==> src/rtl/if_rf_pipe_ctrl.sv <==
// if_rf_pipe_ctrl: IF->RF pipeline register with load-use stall and branch-flush control.
// Optional IF_RF_PERF_CNT_EN adds stall/flush performance counters.
module if_rf_pipe_ctrl #(
    parameter int          LOAD_STALL = 1,
    parameter logic [31:0] NOP_INSTR  = 32'hD503201F
) (
    input  logic        clk,
    input  logic        reset,
    input  logic [63:0] pc_IF,
    input  logic [31:0] instr_IF,
    input  logic        freeze,
    input  logic        flush_RF,
    input  logic [4:0]  readA_RF,
    input  logic [4:0]  readB_RF,
    input  logic        useA_RF,
    input  logic        useB_RF,
    input  logic        mem_read_EX,
    input  logic [4:0]  regWrite_EX,
    output logic [63:0] pc_RF,
    output logic [31:0] instr_RF,
    output logic        valid_RF,
    output logic        pc_en,
    output logic        bubble_RF
`ifdef IF_RF_PERF_CNT_EN
    ,
    output logic [31:0] stall_cnt,
    output logic [31:0] flush_cnt
`endif
);

    typedef enum logic {RUN, STALL} state_t;

    // The hazard cycle in RUN is the first held cycle, so STALL covers the remaining LOAD_STALL-1.
    localparam logic [2:0] CNT_INIT = 3'(LOAD_STALL > 1 ? LOAD_STALL - 2 : 0);

    state_t      state_q, state_d;
    logic [2:0]  cnt_q, cnt_d;
    logic [63:0] pc_rf_q, pc_rf_d;
    logic [31:0] instr_rf_q, instr_rf_d;
    logic        valid_rf_q, valid_rf_d;
    logic        hazard, stall;

    assign hazard = valid_rf_q & mem_read_EX & (regWrite_EX != 5'd31) &
                    ((useA_RF & (readA_RF == regWrite_EX)) | (useB_RF & (readB_RF == regWrite_EX)));

    always_ff @(posedge clk) begin
        if (reset) begin
            state_q <= RUN;
            cnt_q   <= 3'd0;
        end else begin
            state_q <= state_d;
            cnt_q   <= cnt_d;
        end
    end

    always_comb begin
        state_d = state_q;
        cnt_d   = cnt_q;
        if (!freeze) begin
            if (state_q == RUN) begin
                if (hazard && LOAD_STALL > 1) begin
                    state_d = STALL;
                    cnt_d   = CNT_INIT;
                end
            end else if (cnt_q == 3'd0) begin
                state_d = RUN;
            end else begin
                cnt_d = cnt_q - 3'd1;
            end
        end
    end

    always_comb begin
        stall     = (state_q == RUN) ? hazard : 1'b1;
        pc_en     = ~stall & ~freeze;
        bubble_RF = stall | ~valid_rf_q;
    end

    always_comb begin
        pc_rf_d    = pc_rf_q;
        instr_rf_d = instr_rf_q;
        valid_rf_d = valid_rf_q;
        if (!freeze && !stall) begin
            pc_rf_d    = pc_IF;
            instr_rf_d = flush_RF ? NOP_INSTR : instr_IF;
            valid_rf_d = ~flush_RF;
        end
    end

    always_ff @(posedge clk) begin
        if (reset) begin
            pc_rf_q    <= 64'd0;
            instr_rf_q <= NOP_INSTR;
            valid_rf_q <= 1'b0;
        end else begin
            pc_rf_q    <= pc_rf_d;
            instr_rf_q <= instr_rf_d;
            valid_rf_q <= valid_rf_d;
        end
    end

    assign pc_RF    = pc_rf_q;
    assign instr_RF = instr_rf_q;
    assign valid_RF = valid_rf_q;

`ifdef IF_RF_PERF_CNT_EN
    logic [31:0] stall_cnt_q, stall_cnt_d, flush_cnt_q, flush_cnt_d;

    always_comb begin
        stall_cnt_d = stall_cnt_q + {31'd0, stall & ~freeze};
        flush_cnt_d = flush_cnt_q + {31'd0, flush_RF & ~stall & ~freeze};
    end

    always_ff @(posedge clk) begin
        if (reset) begin
            stall_cnt_q <= 32'd0;
            flush_cnt_q <= 32'd0;
        end else begin
            stall_cnt_q <= stall_cnt_d;
            flush_cnt_q <= flush_cnt_d;
        end
    end

    assign stall_cnt = stall_cnt_q;
    assign flush_cnt = flush_cnt_q;
`endif

endmodule

==> config.mk <==
export PLATFORM = sky130hd
export DESIGN_NAME = if_rf_pipe_ctrl
export DESIGN_NICKNAME = d
export VERILOG_FILES = /design/src/rtl/if_rf_pipe_ctrl.sv
export SDC_FILE = /design/constraint.sdc
export NUM_CORES = 1
export LEC_CHECK = 0
export BUFFER_PORTS_ARGS = -buffer_cell sky130_fd_sc_hd__buf_2
export CORE_ASPECT_RATIO = 0.75
export CORE_MARGIN = 2
export CORE_UTILIZATION = 46
export DETAILED_ROUTE_END_ITERATION = 10
export GPL_ROUTABILITY_DRIVEN = 0
export PLACE_DENSITY = 0.79
export SETUP_SLACK_MARGIN = 0.4
export SLEW_MARGIN = 20
export SYNTH_ARGS = -nofsm -noshare
export SYNTH_HDL_FRONTEND = slang
export SYNTH_SLANG_ARGS = --single-unit
==> constraint.sdc <==
create_clock -name clk -period 1.8 [get_ports clk]
set_input_delay 0 -clock clk [delete_from_list [all_inputs] [get_ports clk]]
set_output_delay 0 -clock clk [all_outputs]
set_load 0.05 [all_outputs]
Yosys cells after proc, flatten, opt, wreduce, memory -nomap -nowiden
Cells that the tools add are included.
Operators by class
  add/sub/neg operators: 1
  eq/ne operators: 3
  muxes and demuxes: 4
  bitwise operators: 13
  reduce and logical (&&, ||, !) cells: 5
Operators by type and width (number)
  two-way mux 32 bit: 1
  == test 5 bit: 2
  AND 1 bit: 6
  != test 5 bit, second input constant: 1
  inverter 1 bit: 5
  logical NOT 3 bit: 1
  two-way mux 1 bit: 3
  AND reduction 3 bit: 1
  subtractor 3 x 1 -> 3 bit, second input constant: 1
  logical NOT 1 bit: 2
  bitwise OR 1 bit: 2
  logical AND 1 bit: 1
Storage, ports and cells
  register bits after elaboration: 101
  bits of input ports: 118
  output and inout bits: 99
  logic and storage cells: 31

Depth between registers and ports, before layout
Gate-level depths: netlist (run 1).
  depth after elaboration: 7
  depth in mapped cells: 8
  gate-level depth less buffers: 6

Worst setup path before layout (run 1)
OpenSTA, ideal clock, no wires.
  kind: register to register
  from: register cnt_q[0]
  to: register cnt_q[1]
  setup time: 0.086 ns
  data arrival time: 1.401 ns
  data required time: 1.714 ns
  path slack: 0.313 ns
  stages on the path, launching flop included: 7
  buffers on the path: 0
  clock period less this slack: 1.487 ns
  path through: dfxtp_1 inv_1 ha_1 ha_1 nor3b_1 nor2_1 a211oi_1
On the way
  word-level cells in the longest chain between the ends: 3
  elaborated cells on any way between the ends: 4
  those cells by class: add/sub (1); bitwise (1); reduce/logical (2)
Ends and longest elaborated chain
  start, declared: line 37  | logic [2:0] cnt_q, cnt_d;
  start signal, assigned: line 52  | cnt_q <= cnt_d;
  parallel branches: the longest is 3 deep, another holds subtractor 3 x 1 -> 3 bit
Several ways; the timed one is not identified.
A chain may end at the register's enable or synchronous reset.

Final worst setup path (run 1)
  from: register state_q
  to: output pc_en
On the way
  word-level cells in the longest chain between the ends: 3
Ends and longest elaborated chain
  start, declared: line 36  | state_t state_q, state_d;
  start signal, assigned: line 51  | state_q <= state_d;
  two-way mux 1 bit: line 74  | stall = (state_q == RUN) ? hazard : 1'b1;
  inverter 1 bit: line 75  | pc_en = ~stall & ~freeze;
  AND 1 bit: line 75
  end, declared: line 22  | output logic pc_en,
Every way passes these cells.

==> impl_metrics.json, run 1 <==
{
  "drv_slew": 0,
  "grt_pass1_wl_um": 21600,
  "worst_hold_path_type": "input port to register",
  "worst_skew_pair.late_latency_ns": 0.34,
  "pwr-share-clk_pct": 36.7,
  "dieWidth_um": 119,
  "grt_overflow": 0,
  "grt_usage_pct": 25.2,
  "p_leak_nw": 3.53,
  "swShare_pct": 28.0,
  "synth_warnings": 0,
  "synth.avg_cell_area_um2": 9.81,
  "grt_pass1_vias": 4449,
  "outcome": "finished, final reports clean",
  "synth.net_count": 581,
  "cp_common_cell": "buf_12",
  "cts_tree": "done",
  "synth_top_family_by_area": "simple AND/OR/NAND/NOR gates",
  "pwr-share-comb_pct": 23.2,
  "nNetsFinal": 895,
  "syn_to_final_growth_pct": 64.0,
  "seq_power_share_pct": 40.1,
  "drt.antenna.violating_nets": 0,
  "crit_family": "buffers and inverters",
  "power_density_nw_per_um2": 813,
  "wl_per_cell_um": 15.2,
  "dieArea_um2": 10700,
  "synth.area.mux_share_pct": 21.2,
  "antenna_found_initial": 0,
  "die-height_um": 89.9,
  "cp.arrival_ns": 1.46,
  "cp_num_buf_inv": 3,
  "p_int_mw": 4.34,
  "postLayoutCellArea_um2": 7420,
  "clock_path_buffers": 2,
  "cap_violations": 0,
  "ys_seq_elements": 101,
  "synth_compound_area_share_pct": 1.41,
  "p_switching_mw": 1.69,
  "netlist_area_um2": 4520,
  "cp.required_ns": 1.80,
  "critPathKind": "register to output port",
  "synth.largest_area_cell": "dfxtp_1",
  "start_util_pct": 47.0,
  "cp_slowest_stage_delay_ns": 0.32,
  "clock-skew-final_ns": 0.00539,
  "dpl_cell_area_um2": 5680,
  "whs_ns": 0.0657,
  "synth_cell_types": 24,
  "final_cells": 912,
  "synthSimpleGateAreaFrac_pct": 25.8,
  "crit_chain": "or2_4 -> a31oi_4 -> buf_12 -> buf_12 -> buf_12",
  "fin_crit_ns": 1.46,
  "fillers": 647,
  "synth_seq_area_share_pct": 44.7,
  "clock-sinks": 101,
  "num_rows": 31,
  "rsz0062_at_grt": "yes",
  "fin_crit_sh_pct": 81.4,
  "max_freq_mhz": 683,
  "max-slew-margin-rel_pct": 52.4,
  "clock-root-buffer": "clkbuf_16",
  "n_antenna_cell": 0,
  "hold_viol": 0,
  "htree_levels": 3,
  "slowest_stage": "dfxtp_2",
  "worstMarginPinSlew_ns": 0.713,
  "clk_pin_slew_ns": 0.06,
  "grt_start_max_net_pins": 137,
  "critPathMaxFanout": 6,
  "drt_pass1_iterations": 4,
  "drive_above_1_share_pct": 34.4,
  "cts_made_buffers": 9,
  "synth_xor_area_share_pct": 2.13,
  "vias": 4320,
  "syn_inst": 461,
  "synth_fa_ha_area_share_pct": 0.553,
  "crit_path_start_kind": "register",
  "viasPerCell": 4.74,
  "post-route-drc-count": 0,
  "synthTopCellsByArea": "dfxtp_1 45%, mux2i_1 21%, nand2b_1 20%",
  "port_buffers": 216,
  "io_pins": 217,
  "yosysTopAreaCellShare_pct": 44.7,
  "dp_cells": 780,
  "totalNegativeSetupSlack_ns": 0,
  "finalSetupViolations": 0,
  "core_um2": 9620,
  "routed_wl_um": 13900,
  "peakVddDrop_uv": 653,
  "first_iter_violations": 122,
  "end_kind": "output port",
  "place_hpwl_um": 7460
}
[final timing paths]
| path | start | to | slack (ns) | cells past startpoint |
|---|---|---|---|---|
| setup / recovery | state_q | pc_en | 0.34 | 5 |
| hold / removal | freeze | cnt_q[2] | 0.07 | 4 |
| setup reg to reg | state_q | pc_RF[8] | 0.34 | 6 |
| hold reg to reg | pc_RF[25] | pc_RF[25] | 0.47 | 2 |
[Yosys cell counts]
library cell  count
a211o_1           1
a211oi_1          2
a21oi_1           1
a31oi_1           1
buf_2             1
buf_4             6
buf_6             4
clkbuf_1         21
dfxtp_1         101
ha_1              2
inv_1             4
mux2i_1          96
nand2_1          22
nand2b_1        147
nand3_1           1
nand4_1           2
nor2_1           30
nor2b_1           1
nor3b_1           2
o21a_1            1
o22ai_2           1
o32ai_1           1
or2_2             2
xnor2_1          11
[cells by family after synthesis]
group / count (synthesis)
AOI/OAI and AO/OA: 8
xor gates and xnor gates: 11
adders and majority gates: 2
buffers and inverters: 36
DFF: 101
muxes: 96
and+or+nand+nor: 207
[per-layer routing]
| layer | share of wire [%] | vias to the layer above | wire (um) | GRT usage (%) |
|---|---|---|---|---|
| met5 | 0 | - | 0 | 0 |
| met2 | 49 | 163 | 6770 | 45.0 |
| met4 | 3.5 | 0 | 491 | 11.0 |
| li1 | - | 2110 | - | - |
| met3 | 6.4 | 37 | 892 | 8.06 |
| met1 | 41 | 2010 | 5740 | 27.4 |
[worst reg2reg max path, cell delays in order (launching register included)]
cell and delay, ns:
dfxtp_2 0.32, or2_4 0.23, a31oi_4 0.17, buf_12 0.16
buf_6 0.13, buf_16 0.13, mux2i_2 0.23
[power by group through the flow]
stage	combinational, mW	clock (mW)	sequential, mW
after CTS	1.33	2.26	2.42
after global routing	1.47	2.33	2.43
after detailed placement	1.10	0	2.47
final	1.40	2.21	2.42
after global placement	1.08	0	2.46
after floorplan	0.369	0	2.88
[final cells by class]
type	count	area, um^2	area share, %
flip-flops and latches	101	2030	27.3
clock inverters	4	95.1	1.28
repair buffers	335	2480	33.4
multi-input cells	324	2390	32.2
well taps	132	165	2.23
clock buffers	12	246	3.32
inverters	4	15.0	0.202
[stage by stage]
stage | total power [mW] | utilization [%] | worst slack (ns)
after floorplan | 3.25 | - | 0.422
after global placement | 3.54 | 59.1 | 0.347
after detailed placement | 3.57 | 59.1 | 0.288
after CTS | 6.00 | 74.9 | 0.338
after global routing | 6.24 | 77.1 | 0.279
final | 6.03 | 77.1 | 0.335
[sequential cells by signal, summed over array words and instances (netlist names)]
signal,count
pc_RF,64
instr_RF,32
cnt_q,3
state_q,1
valid_RF,1
[cell usage in the layout (no fill, tap or decap), drive strengths merged]
cell type,instances
buf,234
nand4,2
mux2i,96
a211o,1
dfxtp,101
o22ai,1
o21a,1
bufinv,3
nor2,30
nor2b,1
nand2,22
ha,2
a21oi,1
nand3,1
a31oi,1
or2,2
dlygate4sd3,97
inv,4
nor3b,2
nand2b,147
xnor2,11
o32ai,1
clkinv,1
a211oi,2
clkbuf,16
[repair_timing]
action | 4_1_cts | 5_1_grt
pin swaps | 3 | 5
setup buffers | 6 | 4
endpoints found under the hold margin | 97 | 0
gates resized for setup | 13 | 12
cloned | 4 | 5
hold buffers | 97 | 0
endpoints found under the setup margin | 100 | 98
No activity file was read; power rests on OpenSTA's default activity.
==> run 2, diff against run 1 <==
--- a/config.mk
+++ b/config.mk
@@ -8,10 +8,10 @@
 export BUFFER_PORTS_ARGS = -buffer_cell sky130_fd_sc_hd__buf_2
 export CORE_ASPECT_RATIO = 0.75
 export CORE_MARGIN = 2
-export CORE_UTILIZATION = 46
+export CORE_UTILIZATION = 42
 export DETAILED_ROUTE_END_ITERATION = 10
 export GPL_ROUTABILITY_DRIVEN = 0
-export PLACE_DENSITY = 0.79
+export PLACE_DENSITY = 0.76
 export SETUP_SLACK_MARGIN = 0.4
 export SLEW_MARGIN = 20
 export SYNTH_ARGS = -nofsm -noshare
==> constraint.sdc (replaced) <==
create_clock -name clk -period 1.2 [get_ports clk]
set_input_delay 0 -clock clk [delete_from_list [all_inputs] [get_ports clk]]
set_output_delay 0 -clock clk [all_outputs]
set_load 0.05 [all_outputs]
==> impl_metrics.json, run 2 (synthesis gave the netlist of run 1 again) <==
{
  "outcome": "finished, violations left",
  "violations": "setup timing",
  "antenna_found_initial": 1,
  "peakVddDrop_uv": 666,
  "clock-root-buffer": "clkbuf_16",
  "grt_overflow": 0,
  "drt.antenna.violating_nets": 0,
  "core_um2": 10400,
  "finalSetupViolations": 103,
  "worst_hold_path_type": "input port to register",
  "hold_viol": 0,
  "first_iter_violations": 200,
  "crit_path_start_kind": "register",
  "post-route-drc-count": 0,
  "num_rows": 32,
  "place_hpwl_um": 8410,
  "dpl_cell_area_um2": 6000,
  "cp.required_ns": 1.46,
  "final_cell_mix": "147 x nand2b_1, 116 x buf_2, 102 x buf_8",
  "max-slew-margin-rel_pct": 77.7,
  "power_density_nw_per_um2": 1020,
  "cts_made_buffers": 9,
  "rsz0062_at_grt": "yes",
  "routed_wl_um": 18200,
  "io_pins": 217,
  "clock-sinks": 101,
  "fin_crit_ns": 1.53,
  "critPathKind": "register to register",
  "fin_util_pct": 88.2,
  "clk_pin_slew_ns": 0.08,
  "layout_commonest_cell": "nand2b_1",
  "worstMarginPinSlew_ns": 0.334,
  "nNetsFinal": 968,
  "dpl_worst_slack_ns": -0.275,
  "postLayoutCellArea_um2": 9150,
  "p_leak_nw": 4.17,
  "worst_skew_pair.late_latency_ns": 0.34,
  "clock_path_buffers": 2,
  "grt_usage_pct": 28.2,
  "fin_ws_ns": -0.333,
  "vias": 4788,
  "start_util_pct": 43.6,
  "viasPerCell": 4.83,
  "grt_pass1_wl_um": 25000,
  "end_kind": "register",
  "syn_to_final_growth_pct": 102,
  "fin_crit_sh_pct": 128,
  "cts_tree": "done",
  "max_freq_mhz": 652,
  "largest_reg_flops": 64,
  "wl_per_cell_um": 18.4,
  "dieArea_um2": 11600,
  "dieWidth_um": 124,
  "cp.arrival_ns": 1.80,
  "port_buffers": 216,
  "cap_violations": 0,
  "drv_slew": 0,
  "drt_pass1_iterations": 4,
  "clock-skew-final_ns": 0.00810,
  "grt_start_max_net_pins": 112,
  "drive_above_1_share_pct": 53.0,
  "grt_pass1_vias": 5046,
  "critPathMaxFanout": 7,
  "die-height_um": 93.9,
  "htree_levels": 3
}
==> run 2: worst paths after layout <==
check	depth (start not counted)	start	end	slack, ns
worst max-delay path	6	state_q	pc_RF[61]	-0.33
worst min-delay path	3	reset	instr_RF[14]	0.06
worst max register to register	6	state_q	pc_RF[61]	-0.33
worst min register to register	2	pc_RF[59]	pc_RF[59]	0.49
==> run 2: cell type report <==
cell class	instances	area, um^2
Tap cell	136	170
Clock inverter	4	30.0
Multi-Input combinational cell	324	2440
Timing Repair Buffer	408	4060
Sequential cell	101	2160
Inverter	4	15.0
Antenna cell	2	5.00
Clock buffer	12	267
Fill cell	457	1220
==> run 2: stage by stage <==
step | instances | total power, mW | TNS, ns | hold WS (ns)
after CTS | 949 | 9.13 | -17.91 | 0.0402
final | 991 | 9.37 | -24.46 | 0.0581
after detailed placement | 808 | 5.46 | -24.45 | 0.258
after global placement | 808 | 5.42 | -18.12 | 0.249
after global routing | 990 | 9.64 | -28.60 | 0.0719
after floorplan | 461 | 4.88 | -8.71 | 0.142
==> run 2: per-layer routing <==
metal	global-route usage [%]	part of all wire, %
met2	54.2	54
met3	7.71	6.0
met1	27.6	36
met4	13.4	3.4
met5	0	0
==> run 2: timing repair <==
action / in CTS / in global routing
gates cloned: 1 / 4
hold endpoints to repair: 96 / 0
hold buffers: 96 / 0
buffers inserted: 28 / 36
gates resized for setup: 408 / 24
endpoints found under the setup margin: 200 / 200
pin swaps: 5 / 3
==> run 2: report_power, final <==
part	leakage, nW	internal, mW	switching [mW]
clock network	0.141	1.58	1.31
registers	0.860	3.57	0.186
logic	3.17	1.40	1.32
==> run 2: worst max-delay path, stage by stage, from the launching register on <==
cell,delay (ns)
dfxtp_2,0.32
or2_4,0.25
a31oi_4,0.22
buf_4,0.17
clkbuf_16,0.16
buf_16,0.13
mux2i_1,0.21
==> run 3, diff against run 2 <==
--- a/config.mk
+++ b/config.mk
@@ -13,6 +13,7 @@
 export GPL_ROUTABILITY_DRIVEN = 0
 export PLACE_DENSITY = 0.76
 export SETUP_SLACK_MARGIN = 0.4
+export SKIP_CTS_REPAIR_TIMING = 1
 export SLEW_MARGIN = 20
 export SYNTH_ARGS = -nofsm -noshare
 export SYNTH_HDL_FRONTEND = slang
==> impl_metrics.json, run 3 (synthesis gave the netlist of run 1 again) <==
{
  "outcome": "finished, violations left",
  "violations": "setup timing",
  "nNetsFinal": 938,
  "cap_violations": 0,
  "drt.antenna.violating_nets": 0,
  "grt_overflow": 0,
  "hold_viol": 0,
  "grt_usage_pct": 18.4,
  "dieArea_um2": 11600,
  "port_buffers": 216,
  "cts_made_buffers": 9,
  "fin_crit_sh_pct": 129,
  "wl_per_cell_um": 17.5,
  "routed_wl_um": 16700,
  "first_iter_violations": 152,
  "die-height_um": 93.9,
  "max_freq_mhz": 645,
  "worst_skew_pair.late_latency_ns": 0.34,
  "syn_to_final_growth_pct": 93.0,
  "htree_levels": 3,
  "critPathKind": "register to register",
  "cts_tree": "done",
  "fillers": 532,
  "grt_start_max_net_pins": 112,
  "largest_reg_flops": 64,
  "critPathMaxFanout": 14,
  "max-slew-margin-rel_pct": 78.5,
  "total_power_mw": 9.18,
  "dieWidth_um": 124,
  "n_antenna_cell": 0,
  "core_um2": 10400,
  "holdPathStages": 3,
  "crit_path_start_kind": "register",
  "worst_hold_path_type": "input port to register",
  "clk_pin_slew_ns": 0.07,
  "post-route-drc-count": 0,
  "drt_pass1_iterations": 6,
  "viasPerCell": 4.85,
  "antenna_found_initial": 0,
  "clock_path_buffers": 2,
  "clock-root-buffer": "clkbuf_16",
  "io_pins": 217,
  "rsz0062_at_grt": "yes",
  "layout_commonest_cell": "nand2b_1",
  "end_kind": "register",
  "clock-skew-final_ns": 0.00871,
  "cp.arrival_ns": 1.80,
  "grt_pass1_wl_um": 16800,
  "power_density_nw_per_um2": 1050,
  "num_rows": 32,
  "final_cell_mix": "147 x nand2b_1, 116 x buf_2, 96 x mux2i_1, 96 x dfxtp_2, 96 x dlygate4sd3_1",
  "grt_pass1_vias": 3639,
  "drive_above_1_share_pct": 50.1,
  "worstMarginPinSlew_ns": 0.323,
  "drv_slew": 0,
  "rr_worst_depth": 6,
  "peakVddDrop_uv": 748,
  "fin_util_pct": 84.2,
  "clock-sinks": 101,
  "vias": 4648,
  "place_hpwl_um": 8410,
  "finalSetupViolations": 101,
  "cp.required_ns": 1.45,
  "fin_ws_ns": -0.350,
  "fin_crit_ns": 1.55,
  "start_util_pct": 43.6,
  "p_leak_nw": 3.98
}
run 3: cell count changes in the layout (fill, tap and decap cells not counted), sizes merged:
cell | before | now
clkbuf | 16 | 15
buf | 308 | 279
diode | 2 | 0
run 3: metrics by stage:
stage / hold slack, ns / setup slack (ns) / setup TNS, ns / area [um^2] / cells
after floorplan: 0.142 / -0.154 / -8.71 / 4580 / 461
after global placement: 0.249 / -0.199 / -18.12 / 6000 / 808
after detailed placement: 0.258 / -0.275 / -24.45 / 6000 / 808
after CTS: -0.114 / -0.407 / -16.21 / 6290 / 824
after global routing: 0.0581 / -0.381 / -25.97 / 8730 / 959
final: 0.0522 / -0.350 / -20.85 / 8730 / 959
run 3: path summary, 6_finish.rpt:
kind | startpoint | endpoint | slack [ns]
worst max-delay path | state_q | pc_RF[50] | -0.35
worst min-delay path | reset | instr_RF[8] | 0.05
worst max register to register | state_q | pc_RF[50] | -0.35
worst min register to register | pc_RF[59] | pc_RF[59] | 0.49
run 3: layer usage:
| metal | vias to the layer above | track usage [%] | wire [um] |
|---|---|---|---|
| met3 | 56 | 7.40 | 1090 |
| li1 | 2201 | - | - |
| met1 | 2195 | 21.5 | 5960 |
| met5 | - | 0 | 0 |
| met2 | 196 | 30.7 | 9040 |
| met4 | 0 | 6.06 | 644 |
run 3: critical path: stages, from the launching register on:
cell and delay, ns:
dfxtp_2 0.32, or2_4 0.24, a31oi_4 0.21, buf_6 0.14, buf_12 0.12, buf_12 0.16
mux2i_1 0.26
run 3: area by class of cell:
| class | count | area (um^2) | area share [%] |
|---|---|---|---|
| inverters | 4 | 15.0 | 0.172 |
| multi-input cells | 324 | 2400 | 27.5 |
| clock buffers | 12 | 267 | 3.05 |
| clock inverters | 4 | 30.0 | 0.344 |
| well taps | 136 | 170 | 1.95 |
| repair buffers | 378 | 3710 | 42.4 |
| flip-flops and latches | 101 | 2150 | 24.6 |
run 3: power breakdown:
group | internal [mW] | switching (mW) | total, mW
combinational | 1.29 | 1.26 | 2.56
sequential | 3.57 | 0.184 | 3.76
clock | 1.58 | 1.28 | 2.87
